===== config.mk =====
export PLATFORM = sky130hd
export DESIGN_NAME = trap_controller
export DESIGN_NICKNAME = d
export VERILOG_FILES = /design/src/rtl/trap_pkg.sv /design/src/rtl/trap_csr_file.sv /design/src/rtl/trap_controller.sv
export SDC_FILE = /design/constraint.sdc
export NUM_CORES = 1
export LEC_CHECK = 0
export CORE_MARGIN = 5
export CORE_UTILIZATION = 30
export CTS_BUF_LIST = sky130_fd_sc_hd__clkbuf_4
export DETAILED_ROUTE_END_ITERATION = 12
export GPL_ROUTABILITY_DRIVEN = 0
export PLACE_DENSITY = 0.5
export SETUP_SLACK_MARGIN = 0.15
export SYNTH_ARGS = -nofsm -noshare
export SYNTH_HDL_FRONTEND = slang
export SYNTH_SLANG_ARGS = --single-unit

===== constraint.sdc =====
create_clock -name clk -period 6.4 [get_ports clk]
set_input_delay 1.28 -clock clk [delete_from_list [all_inputs] [get_ports clk]]
set_output_delay 1.28 -clock clk [all_outputs]
set_load 0.005 [all_outputs]

===== src/rtl/trap_pkg.sv =====
// rtl/trap_pkg.sv - shared constants and state type for the trap controller
//
// Purpose: CSR addresses, exception cause codes and the trap FSM state type.
// Ports:   none (package).

package trap_pkg;

  localparam logic [11:0] CSR_MTVEC  = 12'h305;
  localparam logic [11:0] CSR_MEPC   = 12'h341;
  localparam logic [11:0] CSR_MCAUSE = 12'h342;
  localparam logic [11:0] CSR_MTVAL  = 12'h343;

  localparam int CAUSE_LOAD_MISALIGNED  = 4;
  localparam int CAUSE_STORE_MISALIGNED = 6;

  typedef enum logic [2:0] {
    IDLE,
    DRAIN,
    REDIRECT,
    HANDLER,
    RETURN
  } trap_state_e;

endpackage


===== src/rtl/trap_csr_file.sv =====
// rtl/trap_csr_file.sv - mtvec/mepc/mcause/mtval registers with capture priority
//
// Purpose: holds the machine trap CSRs, applies write masking, gives hardware
//          capture priority over software writes, and provides a comb read mux.
// Ports:
//   clk, reset              clock, async active-high reset
//   csr_we/addr/wdata       software CSR write port
//   capture                 exception accepted this cycle
//   cap_pc/cap_cause/cap_tval  values captured into mepc/mcause/mtval
//   csr_rdata               comb read of csr_addr (unmapped -> 0)
//   mtvec_next              mtvec including a same-cycle write
//   mepc                    current mepc

module trap_csr_file
  import trap_pkg::*;
#(
  parameter int              XLEN        = 32,
  parameter logic [XLEN-1:0] MTVEC_RESET = 32'h0000_0100
) (
  input  logic            clk,
  input  logic            reset,
  input  logic            csr_we,
  input  logic [11:0]     csr_addr,
  input  logic [XLEN-1:0] csr_wdata,
  input  logic            capture,
  input  logic [XLEN-1:0] cap_pc,
  input  logic [XLEN-1:0] cap_cause,
  input  logic [XLEN-1:0] cap_tval,
  output logic [XLEN-1:0] csr_rdata,
  output logic [XLEN-1:0] mtvec_next,
  output logic [XLEN-1:0] mepc
);

  logic [XLEN-1:0] mtvec;
  logic [XLEN-1:0] mcause;
  logic [XLEN-1:0] mtval;
  logic [XLEN-1:0] wdata_aligned;

  assign wdata_aligned = {csr_wdata[XLEN-1:2], 2'b00};

  // The FSM samples this when building the trap redirect, so a write landing
  // in the final drain cycle is still honoured by that same trap.
  assign mtvec_next = (csr_we && csr_addr == CSR_MTVEC) ? wdata_aligned : mtvec;

  always_ff @(posedge clk or posedge reset) begin
    if (reset) begin
      mtvec  <= MTVEC_RESET;
      mepc   <= '0;
      mcause <= '0;
      mtval  <= '0;
    end else begin
      mtvec <= mtvec_next;
      // An accepted exception overrides any software write to the capture CSRs.
      if (capture) begin
        mepc   <= cap_pc;
        mcause <= cap_cause;
        mtval  <= cap_tval;
      end else if (csr_we) begin
        case (csr_addr)
          CSR_MEPC:   mepc   <= wdata_aligned;
          CSR_MCAUSE: mcause <= csr_wdata;
          CSR_MTVAL:  mtval  <= csr_wdata;
          default:    ;
        endcase
      end
    end
  end

  always_comb begin
    csr_rdata = '0;
    case (csr_addr)
      CSR_MTVEC:  csr_rdata = mtvec;
      CSR_MEPC:   csr_rdata = mepc;
      CSR_MCAUSE: csr_rdata = mcause;
      CSR_MTVAL:  csr_rdata = mtval;
      default:    csr_rdata = '0;
    endcase
  end

endmodule


===== src/rtl/trap_controller.sv =====
// rtl/trap_controller.sv - exception responder: capture, drain, redirect, mret
//
// Purpose: accepts an exception request, captures mepc/mcause/mtval, flushes
//          the pipeline until drained, redirects fetch to mtvec, and returns
//          to mepc on mret.
// Ports:
//   clk, reset                      clock, async active-high reset
//   exc_valid/cause/pc/tval         exception request (held until accepted)
//   exc_ready                       comb, high only in IDLE
//   mret_valid                      mret retired pulse
//   pipe_empty                      pipeline has no valid instructions
//   flush, redirect_valid, redirect_pc, in_trap   registered control outputs
//   csr_we/addr/wdata, csr_rdata    CSR access port

module trap_controller
  import trap_pkg::*;
#(
  parameter int              XLEN         = 32,
  parameter logic [XLEN-1:0] MTVEC_RESET  = 32'h0000_0100,
  parameter int              DRAIN_CYCLES = 2
) (
  input  logic            clk,
  input  logic            reset,
  input  logic            exc_valid,
  input  logic [XLEN-1:0] exc_cause,
  input  logic [XLEN-1:0] exc_pc,
  input  logic [XLEN-1:0] exc_tval,
  output logic            exc_ready,
  input  logic            mret_valid,
  input  logic            pipe_empty,
  output logic            flush,
  output logic            redirect_valid,
  output logic [XLEN-1:0] redirect_pc,
  output logic            in_trap,
  input  logic            csr_we,
  input  logic [11:0]     csr_addr,
  input  logic [XLEN-1:0] csr_wdata,
  output logic [XLEN-1:0] csr_rdata
);

  localparam int CW = $clog2(DRAIN_CYCLES + 1);
  // The first flush cycle is the one right after accept, so the counter
  // starts one short of the full drain length.
  localparam logic [CW-1:0] DRAIN_LOAD = CW'(DRAIN_CYCLES - 1);

  trap_state_e     state;
  logic [CW-1:0]   cnt;
  logic            capture;
  logic [XLEN-1:0] mtvec_next;
  logic [XLEN-1:0] mepc;

  assign exc_ready = (state == IDLE);
  assign capture   = exc_valid & exc_ready;

  trap_csr_file #(
    .XLEN        (XLEN),
    .MTVEC_RESET (MTVEC_RESET)
  ) u_csr (
    .clk        (clk),
    .reset      (reset),
    .csr_we     (csr_we),
    .csr_addr   (csr_addr),
    .csr_wdata  (csr_wdata),
    .capture    (capture),
    .cap_pc     (exc_pc),
    .cap_cause  (exc_cause),
    .cap_tval   (exc_tval),
    .csr_rdata  (csr_rdata),
    .mtvec_next (mtvec_next),
    .mepc       (mepc)
  );

  always_ff @(posedge clk or posedge reset) begin
    if (reset) begin
      state          <= IDLE;
      cnt            <= '0;
      flush          <= 1'b0;
      redirect_valid <= 1'b0;
      redirect_pc    <= '0;
      in_trap        <= 1'b0;
    end else begin
      case (state)
        IDLE: begin
          // mret outside a handler is meaningless; an exception always wins.
          if (exc_valid) begin
            state <= DRAIN;
            cnt   <= DRAIN_LOAD;
            flush <= 1'b1;
          end
        end
        DRAIN: begin
          if (cnt != '0) begin
            cnt <= cnt - CW'(1);
          end else if (pipe_empty) begin
            state          <= REDIRECT;
            flush          <= 1'b0;
            redirect_valid <= 1'b1;
            redirect_pc    <= {mtvec_next[XLEN-1:2], 2'b00};
          end
        end
        REDIRECT: begin
          redirect_valid <= 1'b0;
          in_trap        <= 1'b1;
          state          <= HANDLER;
        end
        HANDLER: begin
          if (mret_valid) begin
            state          <= RETURN;
            flush          <= 1'b1;
            redirect_valid <= 1'b1;
            redirect_pc    <= mepc;
            in_trap        <= 1'b0;
          end
        end
        RETURN: begin
          flush          <= 1'b0;
          redirect_valid <= 1'b0;
          state          <= IDLE;
        end
        default: begin
          state          <= IDLE;
          flush          <= 1'b0;
          redirect_valid <= 1'b0;
          in_trap        <= 1'b0;
        end
      endcase
    end
  end

endmodule


==> results.json <==
{
  "grt_pass1_wl_um": 46600,
  "crit_required_ns": 5.12,
  "route.detailed.drc": 0,
  "core_sq_um": 26900,
  "cts_setup_buffers": 0,
  "cts.sinks": 166,
  "yosys.area_share.simple": 0.169,
  "die-area_sq_um": 30700,
  "synth_nets": 1019,
  "cts_hold_buffers": 0,
  "synth_compound_area_frac": 0.199,
  "hpwl_um": 19900,
  "grt_max_degree": 80,
  "boundaryPins": 214,
  "ys.flop_type": "dfrtp_1",
  "worst-path-max-fanout": 30,
  "rsz0062_at_grt": "no",
  "crit_buf_inv": 2,
  "grt_pass1_vias": 7543,
  "firstDrtPassIters": 5,
  "portBuffers": 213,
  "p_leak_nw": 4.67,
  "fp-row-count": 60,
  "antenna_found_initial": 4,
  "drt_wl_total_um": 30700,
  "min_path_type": "reg -> reg",
  "period_needed_ns": 5.39,
  "final_cell_mix": "212 x clkdlybuf4s50_1, 200 x nand2_1, 165 x dfrtp_1, 97 x nor2_1, 95 x a31oi_1",
  "grt-ovfl-total": 0,
  "synth_seq_area_share": 0.508,
  "setup_violations": 0,
  "final_max_slew_viol_count": 0,
  "maxCapViolations": 0,
  "synth_edf_count": 0,
  "ys_warn_count": 0,
  "initial_utilization": 0.305,
  "synth.mux.area_fraction": 0.0816,
  "syn_inst": 872,
  "first_iter_violations": 544,
  "die_w_um": 175,
  "layout.nets": 1193,
  "crit_type": "in -> out",
  "cts_tree": "built",
  "crit_arrival_ns": 4.11,
  "peakVddDrop_mv": 0.143,
  "syn_to_final_growth_pct": 32.2,
  "p_per_area_nw_per_um2": 328,
  "cts_resized": 0,
  "ys_ff_latch": 166,
  "path_clk_slew_ns": 0.13,
  "cts_buffers": 17,
  "viasPerCell": 5.33,
  "tns_ns": 0,
  "path_cells": "clkdlybuf4s50_1 > nor4_2 > and3_2 > a22oi_1 > o21ai_0 > clkdlybuf4s50_1",
  "synth.avg_cell_area_sq_um": 9.39,
  "synth_top_family_by_area": "compound AO/OA/AOI/OAI gates",
  "wl_per_cell_um": 21.9,
  "layout_commonest_cell": "clkdlybuf4s50_1",
  "syn_area_sq_um": 8190,
  "vias": 7481,
  "whs_ns": 0.478,
  "outcome": "complete, no violations",
  "slowest_delay_ns": 0.90,
  "h-tree-depth": 4,
  "endpoint_kind": "output port",
  "start_kind": "input pin",
  "cts-root-buf": "clkbuf_4",
  "ys_types": 42,
  "timing.fmax_ghz": 0.186,
  "drive_gt1_frac": 0.0840,
  "finalHoldViolations": 0,
  "slew_headroom": 0.266,
  "fin_crit_sh": 0.842,
  "crit_top_cell": "clkdlybuf4s50_1",
  "cts_buffer_depth": 2,
  "insertion_delay_ns": 0.54,
  "finClkSkew_ns": 0.0257,
  "synth_fa_ha_area_frac": 0.00153,
  "track_usage": 0.196,
  "synthXorXnorAreaFrac": 0,
  "worst_path_max_delay_cell": "and3_2",
  "fill_cells": 2732,
  "postRouteAntennaNets": 0,
  "cp_top_family": "simple AND/OR/NAND/NOR gates",
  "worstMarginPinSlew_ns": 1.10,
  "async_flop_share": 1.00,
  "die_height_um": 175
}
## sequential cells by signal (all words and copies together) (netlist names)
register and cells:
u_csr.mtval 32, redirect_valid 1, state 3, u_csr.mcause 32, cnt 2, u_csr.mtvec 30
redirect_pc 32, u_csr.mepc 32, flush 1, in_trap 1
## worst register-to-register path: stages, from the launching register on
cell	delay (ns)
dfrtp_1	0.56
nor3_1	0.57
nand2_4	0.47
buf_4	0.52
nor2_1	0.28
a31oi_1	0.07
## synth_stat cells, types with 10 or more instances
cell type | count | share of area
nand2_1 | 201 | 0.092
dfrtp_1 | 165 | 0.50
nor2_1 | 99 | 0.045
a31oi_1 | 95 | 0.073
clkbuf_1 | 48 | 0.022
mux2i_1 | 33 | 0.040
a22o_1 | 31 | 0.033
a22oi_1 | 31 | 0.028
a221o_1 | 30 | 0.037
mux2_2 | 30 | 0.041
o21ai_0 | 24 | 0.015
buf_2 | 20 | 0.012
o21ai_1 | 10 | 0.0061
## power by group
part	switching [mW]	internal [mW]	leakage [nW]	total, mW
sequential	0.284	1.44	1.98	1.73
combinational	0.607	0.649	2.57	1.26
clock	0.406	0.161	0.122	0.566
total	1.30	2.25	4.67	3.55
## path summary, 6_finish.rpt
path	start	end	slack [ns]	depth (start not counted)
worst max-delay path	csr_addr[3]	csr_rdata[30]	1.01	6
worst min-delay path	cnt[0]	cnt[0]	0.48	1
worst max register to register	state[1]	u_csr.mcause[24]	3.82	5
worst min register to register	cnt[0]	cnt[0]	0.48	1
max in group asynchronous	reset	redirect_pc[20]	4.03	3
min in group asynchronous	reset	redirect_pc[19]	1.19	2
## kinds of logic after synthesis
group / count (synthesis)
multiplexers: 63
AND/OR/NAND/NOR: 334
adder cells (fa/ha/maj): 1
AO/OA/AOI/OAI: 230
buffers and inverters: 78
flip-flops: 166
## area by class of cell
class / instances / area, sq um / share of cell area
inverter: 6 / 27.5 / 0.00254
antenna: 3 / 7.51 / 0.000694
tap: 341 / 427 / 0.0394
sequential: 166 / 4160 / 0.384
multi-input combinational: 628 / 3740 / 0.345
clock inverter: 14 / 104 / 0.00959
clock buffer: 18 / 135 / 0.0125
timing repair buffer: 227 / 2230 / 0.206
## per-stage QoR
step / cell area [sq um] / utilization / worst slack, ns / std cells / power, mW
6_report: 10800 / 0.403 / 1.01 / 1403 / 3.55
5_1_grt: 10800 / 0.403 / 0.866 / 1403 / 3.80
4_1_cts: 10800 / 0.402 / 1.08 / 1400 / 3.59
3_5_place_dp: 10600 / 0.394 / 1.10 / 1368 / 3.01
3_3_place_gp: 10600 / 0.394 / 1.12 / 1368 / 3.01
2_1_floorplan: 8190 / - / 0.632 / 872 / 2.45
## metal layers
metal  vias to the layer above  GRT usage  wire length (um)
li1                       3496          -                 -
met1                      3719      0.265             13700
met2                       248      0.319             14500
met3                        16     0.0567              2250
met4                         2     0.0331               253
met5                         -          0                13
Power figures use the tool's default switching activity.
